$ cat config.mk
export PLATFORM = sky130hd
export DESIGN_NAME = ka_split_sched_22bit
export DESIGN_NICKNAME = d
export VERILOG_FILES = /design/src/rtl/ka_pkg.sv /design/src/rtl/clmul_serial_11bit.sv /design/src/rtl/ka_split_sched_22bit.sv
export SDC_FILE = /design/constraint.sdc
export NUM_CORES = 1
export LEC_CHECK = 0
export CAP_MARGIN = 20
export CORE_MARGIN = 1
export CORE_UTILIZATION = 45
export CTS_CLUSTER_SIZE = 30
export DETAILED_ROUTE_END_ITERATION = 16
export PLACE_DENSITY_LB_ADDON = 0.2
export SLEW_MARGIN = 20
export SYNTH_ARGS = -nofsm -noshare
export SYNTH_HDL_FRONTEND = slang
export SYNTH_SLANG_ARGS = --single-unit
$ cat constraint.sdc
create_clock -name clk -period 1.8 [get_ports clk]
set_input_delay 0.27 -clock clk [delete_from_list [all_inputs] [get_ports clk]]
set_output_delay 0.27 -clock clk [all_outputs]
set_load 0.02 [all_outputs]
$ cat src/rtl/ka_pkg.sv
// Shared widths and FSM encoding for the 22-bit Karatsuba producer stage.
package ka_pkg;
    localparam int HALF_W = 11;
    localparam int OP_W   = 2 * HALF_W;
    localparam int PROD_W = 2 * HALF_W - 1;

    typedef enum logic [2:0] {
        IDLE    = 3'd0,
        MUL_LO  = 3'd1,
        MUL_HI  = 3'd2,
        MUL_MID = 3'd3,
        FIN     = 3'd4,
        DONE    = 3'd5
    } state_t;
endpackage

$ cat src/rtl/clmul_serial_11bit.sv
// Bit-serial carry-less 11x11 multiplier: one y bit per cycle after a load cycle.
module clmul_serial_11bit
    import ka_pkg::*;
(
    input  logic              clk,
    input  logic              rst_n,
    input  logic              start,
    input  logic [HALF_W-1:0] x,
    input  logic [HALF_W-1:0] y,
    output logic              busy,
    output logic              done,
    output logic [PROD_W-1:0] prod
);
    localparam int CNT_W = $clog2(HALF_W);
    localparam logic [CNT_W-1:0] CNT_LAST = CNT_W'(HALF_W - 1);

    logic [PROD_W-1:0] r_x;
    logic [HALF_W-1:0] r_y;
    logic [PROD_W-1:0] r_acc;
    logic [CNT_W-1:0]  r_cnt;
    logic              r_busy;
    logic [PROD_W-1:0] w_acc_next;

    assign w_acc_next = r_acc ^ (r_y[0] ? r_x : '0);

    // done and prod are combinational so the caller captures the product on the final iteration edge
    assign busy = r_busy;
    assign done = r_busy && (r_cnt == CNT_LAST);
    assign prod = w_acc_next;

    always_ff @(posedge clk or negedge rst_n) begin
        if (!rst_n) begin
            r_x    <= '0;
            r_y    <= '0;
            r_acc  <= '0;
            r_cnt  <= '0;
            r_busy <= 1'b0;
        end else if (start) begin
            r_x    <= PROD_W'(x);
            r_y    <= y;
            r_acc  <= '0;
            r_cnt  <= '0;
            r_busy <= 1'b1;
        end else if (r_busy) begin
            r_acc  <= w_acc_next;
            r_x    <= r_x << 1;
            r_y    <= r_y >> 1;
            r_cnt  <= r_cnt + CNT_W'(1);
            r_busy <= (r_cnt != CNT_LAST);
        end
    end
endmodule

$ cat src/rtl/ka_split_sched_22bit.sv
// Karatsuba producer: splits a 22-bit operand pair and schedules three carry-less
// 11x11 products on one shared serial multiplier, presenting p_lo/p_mid/p_hi.
module ka_split_sched_22bit
    import ka_pkg::*;
(
    input  logic              clk,
    input  logic              rst_n,
    input  logic              in_valid,
    output logic              in_ready,
    input  logic [OP_W-1:0]   a_in,
    input  logic [OP_W-1:0]   b_in,
    output logic              out_valid,
    input  logic              out_ready,
    output logic [PROD_W-1:0] p_lo,
    output logic [PROD_W-1:0] p_mid,
    output logic [PROD_W-1:0] p_hi
);
    state_t            r_state;
    state_t            w_state_next;
    logic [OP_W-1:0]   r_a;
    logic [OP_W-1:0]   r_b;
    logic [PROD_W-1:0] r_p_lo;
    logic [PROD_W-1:0] r_p_mid;
    logic [PROD_W-1:0] r_p_hi;

    logic              w_mul_start;
    logic              w_mul_busy;
    logic              w_mul_done;
    logic [HALF_W-1:0] w_mul_x;
    logic [HALF_W-1:0] w_mul_y;
    logic [PROD_W-1:0] w_mul_prod;

    clmul_serial_11bit u_clmul (
        .clk   (clk),
        .rst_n (rst_n),
        .start (w_mul_start),
        .x     (w_mul_x),
        .y     (w_mul_y),
        .busy  (w_mul_busy),
        .done  (w_mul_done),
        .prod  (w_mul_prod)
    );

    always_ff @(posedge clk or negedge rst_n) begin
        if (!rst_n) r_state <= IDLE;
        else        r_state <= w_state_next;
    end

    always_comb begin
        w_state_next = r_state;
        case (r_state)
            IDLE:    if (in_valid)   w_state_next = MUL_LO;
            MUL_LO:  if (w_mul_done) w_state_next = MUL_HI;
            MUL_HI:  if (w_mul_done) w_state_next = MUL_MID;
            MUL_MID: if (w_mul_done) w_state_next = FIN;
            FIN:                     w_state_next = DONE;
            DONE:    if (out_ready)  w_state_next = IDLE;
            default:                 w_state_next = IDLE;
        endcase
    end

    // The first cycle of each MUL_* state (multiplier idle) is its load cycle
    always_comb begin
        in_ready    = (r_state == IDLE);
        out_valid   = (r_state == DONE);
        w_mul_start = 1'b0;
        w_mul_x     = r_a[HALF_W-1:0];
        w_mul_y     = r_b[HALF_W-1:0];
        case (r_state)
            MUL_LO: begin
                w_mul_start = !w_mul_busy;
            end
            MUL_HI: begin
                w_mul_start = !w_mul_busy;
                w_mul_x     = r_a[OP_W-1:HALF_W];
                w_mul_y     = r_b[OP_W-1:HALF_W];
            end
            MUL_MID: begin
                w_mul_start = !w_mul_busy;
                w_mul_x     = r_a[HALF_W-1:0] ^ r_a[OP_W-1:HALF_W];
                w_mul_y     = r_b[HALF_W-1:0] ^ r_b[OP_W-1:HALF_W];
            end
            default: ;
        endcase
    end

    always_ff @(posedge clk or negedge rst_n) begin
        if (!rst_n) begin
            r_a     <= '0;
            r_b     <= '0;
            r_p_lo  <= '0;
            r_p_mid <= '0;
            r_p_hi  <= '0;
        end else begin
            if (r_state == IDLE && in_valid) begin
                r_a <= a_in;
                r_b <= b_in;
            end
            if (w_mul_done) begin
                case (r_state)
                    MUL_LO:  r_p_lo  <= w_mul_prod;
                    MUL_HI:  r_p_hi  <= w_mul_prod;
                    MUL_MID: r_p_mid <= w_mul_prod;
                    default: ;
                endcase
            end
            if (r_state == FIN) r_p_mid <= r_p_mid ^ r_p_lo ^ r_p_hi;
        end
    end

    assign p_lo  = r_p_lo;
    assign p_mid = r_p_mid;
    assign p_hi  = r_p_hi;
endmodule

Word level (Yosys, flattened, before mapping)
Cells that the tools add are included.

Muxes and demuxes: 23. Equal/unequal tests: 12. Reduce and logical (&&, ||, !) cells: 12. Bitwise gates (word level): 5. Add/sub/neg operators: 1.

Operator list (count): two-way mux 21 bit (8); XOR 21 bit (3); case mux 11 bit (2 select lines) (2); two-way mux 11 bit (2); XOR 11 bit (2); case mux 3 bit (6 select lines) (1); two-way mux 3 bit (5); two-way mux 4 bit (2); inequality test 2 x 1 -> 1 bit, second input constant (4); equality test 3 x 2 -> 1 bit, second input constant (2); equality test 3 bit, second input constant (2); AND reduction 2 bit (3); nonzero test 2 bit (3); AND reduction 5 bit (1); adder 4 x 1 -> 4 bit, second input constant (1); equality test 4 bit, second input constant (1); inequality test 4 bit, second input constant (1); equality test 3 x 1 -> 1 bit, second input constant (1); zero test 3 bit (1); two-way mux 1 bit (3); OR reduction 3 bit (1); logical AND 1 bit (2); inequality test 2 bit, second input constant (1); zero test 1 bit (1).

Register bits: 168. Input port bits: 48.

Longest topological paths before layout
Depth after elaboration: 5. Depth in mapped cells: 8.

Hierarchy
Synthesis repeated with hierarchy kept, for this count alone.

Cell total of the unflattened synthesis: 714. Area, all modules: 8544.4 um2.

By module, submodules not included: ka_split_sched_22bit (cells each 402, sequential area each 2752.6 um2, area an instance 5348.9 um2, times used 1); clmul_serial_11bit (cells each 312, sequential area each 1451.4 um2, area an instance 3195.6 um2, times used 1).

Least setup slack after synthesis
OpenSTA, ideal clock, no wires.

Path type: register to register. Start: register r_state[2]. End: register r_a[0]. Buffers on the path: 2. Stages on the path, launching flop included: 6. Setup time: 125 ps. Path slack: -230 ps. Clock period less this slack: 2030 ps. Arrival time: 1906 ps. Cells stage by stage: dfrtp_1 > nor3_1 > and2_1 > buf_2 > buf_2 > mux2_2.

Cells in the longest elaborated chain, start to end: 2.

RTL lines: start: declaration (line ka_split_sched_22bit.sv:18) `state_t r_state;`; start signal: assignment (line ka_split_sched_22bit.sv:46) `else r_state <= w_state_next;`; zero test 3 bit; named net in_ready (line ka_split_sched_22bit.sv:9) `output logic in_ready,`; logical AND 1 bit (line ka_split_sched_22bit.sv:95) `if (r_state == IDLE && in_valid) begin`; end signal: assignment (line ka_split_sched_22bit.sv:96) `r_a <= a_in;`; end: declaration (line ka_split_sched_22bit.sv:20) `logic [OP_W-1:0] r_a;`.

The timed path passes the listed nets, and every way through them passes these cells. A chain may end at the register's enable or synchronous reset.

Worst setup path in the final report
Start: register r_p_mid[5], in the netlist p_mid[5]. End: output port p_mid[5].

RTL lines: start: declaration (line ka_split_sched_22bit.sv:23) `logic [PROD_W-1:0] r_p_mid;`; start signal: assignment (line ka_split_sched_22bit.sv:103) `MUL_MID: r_p_mid <= w_mul_prod;`; start signal: assignment (line ka_split_sched_22bit.sv:107) `if (r_state == FIN) r_p_mid <= r_p_mid ^ r_p_lo ^ r_p_hi;`; end: declaration (line ka_split_sched_22bit.sv:15) `output logic [PROD_W-1:0] p_mid,`.

No word-level cell between the ends.

==> impl_metrics.env <==
export IMPL_synth_nets=708
export IMPL_dp_hpwl_mm=10.9
export IMPL_slowest_delay_ps=650
export IMPL_ys_seq_elements=168
export IMPL_max_freq_ghz=0.573
export IMPL_worst_slack_ps=53.5
export IMPL_slowest_stage="clkdlybuf4s50_1"
export IMPL_rows=46
export IMPL_synthToLayoutAreaGrowth_pct=29.9
export IMPL_max_cap_violations=0
export IMPL_grt_overflow=0
export IMPL_synth_commonest_cells="168 x dfrtp_1, 80 x nor2_1, 75 x nand2_1, 63 x xnor2_1, 45 x mux2_2"
export IMPL_drive_above_1_share_pct=16.5
export IMPL_routed_wl_mm=16.2
export IMPL_crit_reg2reg_launch="u_clmul.r_cnt[1]$_DFFE_PN0P_"
export IMPL_root_buffer="clkbuf_16"
export IMPL_path_buf_inv=1
export IMPL_yosys_area_top_type="dfrtp_1"
export IMPL_rr_worst_depth=5
export IMPL_first_pass_iters=4
export IMPL_synth_top_area_share_pct=56.2
export IMPL_synth_most_common_cell="dfrtp_1"
export IMPL_die_y_um=131
export IMPL_numClockSinks=168
export IMPL_drc=0
export IMPL_place_gp_congestion=0.786
export IMPL_worstPathArrival_ps=1480
export IMPL_synth_top_flop_cell="dfrtp_1"
export IMPL_worstHoldPathType="input pin to asynchronous set/reset pin"
export IMPL_synth_cell_types=35
export IMPL_grt_pass1_vias=5208
export IMPL_end_kind="primary output"
export IMPL_timing_critical_path_from_type="flip-flop"
export IMPL_yosysSeqAreaShare_pct=56.2
export IMPL_finalHoldViolCount=0
export IMPL_n_antenna_cell=0
export IMPL_grt_antenna_before_repair=0
export IMPL_slew_headroom_pct=71.0
export IMPL_critPathRequiredTime_ps=1530
export IMPL_first_iter_violations=315
export IMPL_core_area_um2=16100
export IMPL_skew_ps=8.57
export IMPL_die_area_um2=17200
export IMPL_status="completed"
export IMPL_initial_core_util_pct=46.6
export IMPL_ys_async_sr_fraction_pct=100
export IMPL_finalSetupViolations=0
export IMPL_tns_ps=0
export IMPL_worstMarginPinSlew_ps=434
export IMPL_cts_tree="done"
export IMPL_seqCellArea_um2=4210
export IMPL_clockBufferDepth=2
export IMPL_pre_cts_slack_ps=93.2
export IMPL_power_density_nw_per_um2=1820
export IMPL_netlist_area_um2=7490
export IMPL_grt_pass1_wl_mm=26.6
export IMPL_grt_total_usage_pct=20.3
export IMPL_clk_latency_ps=430
export IMPL_syn_inst=658
export IMPL_ios=113
export IMPL_grt_max_degree=50
export IMPL_period_needed_ps=1750
export IMPL_p_leak_nw=4.24
export IMPL_yosysWarnings=0
export IMPL_synth_edf_count=0
export IMPL_final_antenna_net_count=0
export IMPL_final_max_slew_viol_count=0
export IMPL_worstSetupPathDepth=1
export IMPL_num_vias=5328
export IMPL_avgRoutedWirePerCell_um=16.1
export IMPL_synthTopCellsByArea="dfrtp_1 56%, xnor2_1 7.4%, mux2_2 6.8%, a221o_1 4.1%, xor2_1 4.1%"
export IMPL_fin_nets=826
export IMPL_cts_buffers=17
export IMPL_avgSynthCellArea_um2=11.4
export IMPL_crit_path_cell_trace="clkdlybuf4s50_1"
export IMPL_ir_worst_vdd_v=0.000843
export IMPL_crit_fanout=3
export IMPL_die_x_um=131
export IMPL_portBuffers=112
export IMPL_post_route_period_util_pct=97.0
export IMPL_via_per_inst=5.30
export IMPL_nFillCells=1268
export IMPL_multiInputGateArea_um2=3120
export IMPL_cp_top_family="buffers and inverters"
export IMPL_clk_transition_reported_paths_ps=60
export IMPL_critPathKind="flip-flop to primary output"
export IMPL_rsz0062_at_grt="no"
export IMPL_htreeDepth=4
export IMPL_critPathLaunch="p_mid[5]$_DFFE_PN0P_"
## final cells by class
cell class	count	area share, %
Inverter	4	0.154
Timing Repair Buffer	143	15.2
Tap cell	216	2.78
Sequential cell	168	43.2
Clock buffer	18	4.52
Multi-Input combinational cell	442	32.1
Clock inverter	14	2.10
## worst register-to-register path, delay by kind of cell, from the launching register on
family          cells  cell delay (ps)
fa+ha+maj           1              210
flops               1              420
simple gates        2              480
buf+inv             1              160
compound gates      1              360
## layout by cell type (no fill, tap or decap), types with 22 or more instances in the layout
master	synthesis	layout
dfrtp_1	168	167
clkdlybuf4s50_1	0	108
nor2_1	80	79
nand2_1	75	75
xnor2_1	63	63
mux2_2	45	45
a21oi_1	43	43
xor2_1	35	35
a221o_1	31	31
a22o_1	22	22
## registers in the layout, summed over array words and instances (netlist names), 4 cells and up
name           count
r_a               22
p_hi              21
p_mid             21
u_clmul.r_cnt      4
u_clmul.r_acc     21
p_lo              21
u_clmul.r_x       21
u_clmul.r_y       11
r_b               22
## layer usage
layer / GRT usage, % / wire (um)
met5: 0 / 0
met4: 6.76 / 141
met3: 3.58 / 637
met2: 31.7 / 7610
met1: 28.5 / 7790
## cell families (layout without fill, tap and decap cells)
family / count (synthesis) / after routing / share of synthesized area [%]
XOR/XNOR: 98 / 98 / 11.5
flip-flops: 168 / 168 / 56.2
adder cells (fa/ha/maj): 2 / 2 / 0.334
buffers and inverters: 48 / 179 / 2.66
AND/OR/NAND/NOR: 171 / 171 / 9.39
AO/OA/AOI/OAI: 126 / 126 / 13.2
multiplexers: 45 / 45 / 6.77
## through the flow
step	util, %	power, W	cell area (um2)	hold WS [ps]	std cells
after floorplan	-	0.0112	7500	-25.6	658
after global placement	56.3	0.0136	9030	197	970
after detailed placement	56.3	0.0138	9030	197	970
after CTS	60.3	0.0179	9690	321	1003
after global routing	60.6	0.0188	9730	350	1005
final	60.6	0.0177	9730	310	1005
## power by group
group          switching, W  internal, W  total [W]  leakage [nW]
sequential          0.00132      0.00540    0.00672          2.16
clock               0.00146      0.00248    0.00395         0.315
combinational       0.00331      0.00373    0.00704          1.76
## final timing paths
check | end | slack, ps
min reg2reg | u_clmul.r_y[10]$_DFFE_PN0P_ | 500
min in group clk | r_b[13]$_DFFE_PN0P_ | 450
max in group asynchronous | p_lo[0]$_DFFE_PN0P_ | 910
max reg2reg | p_mid[7]$_DFFE_PN0P_ | 60
min | p_hi[9]$_DFFE_PN0P_ | 310
max | p_mid[5] | 50
## repair_timing
item	in CTS	in global routing
cloned	0	1
endpoints found under the hold margin	34	0
setup buffers	0	1
endpoints found under the setup margin	2	3
hold buffers	1	0
resized for setup	9	3
Power figures use the tool's default switching activity.
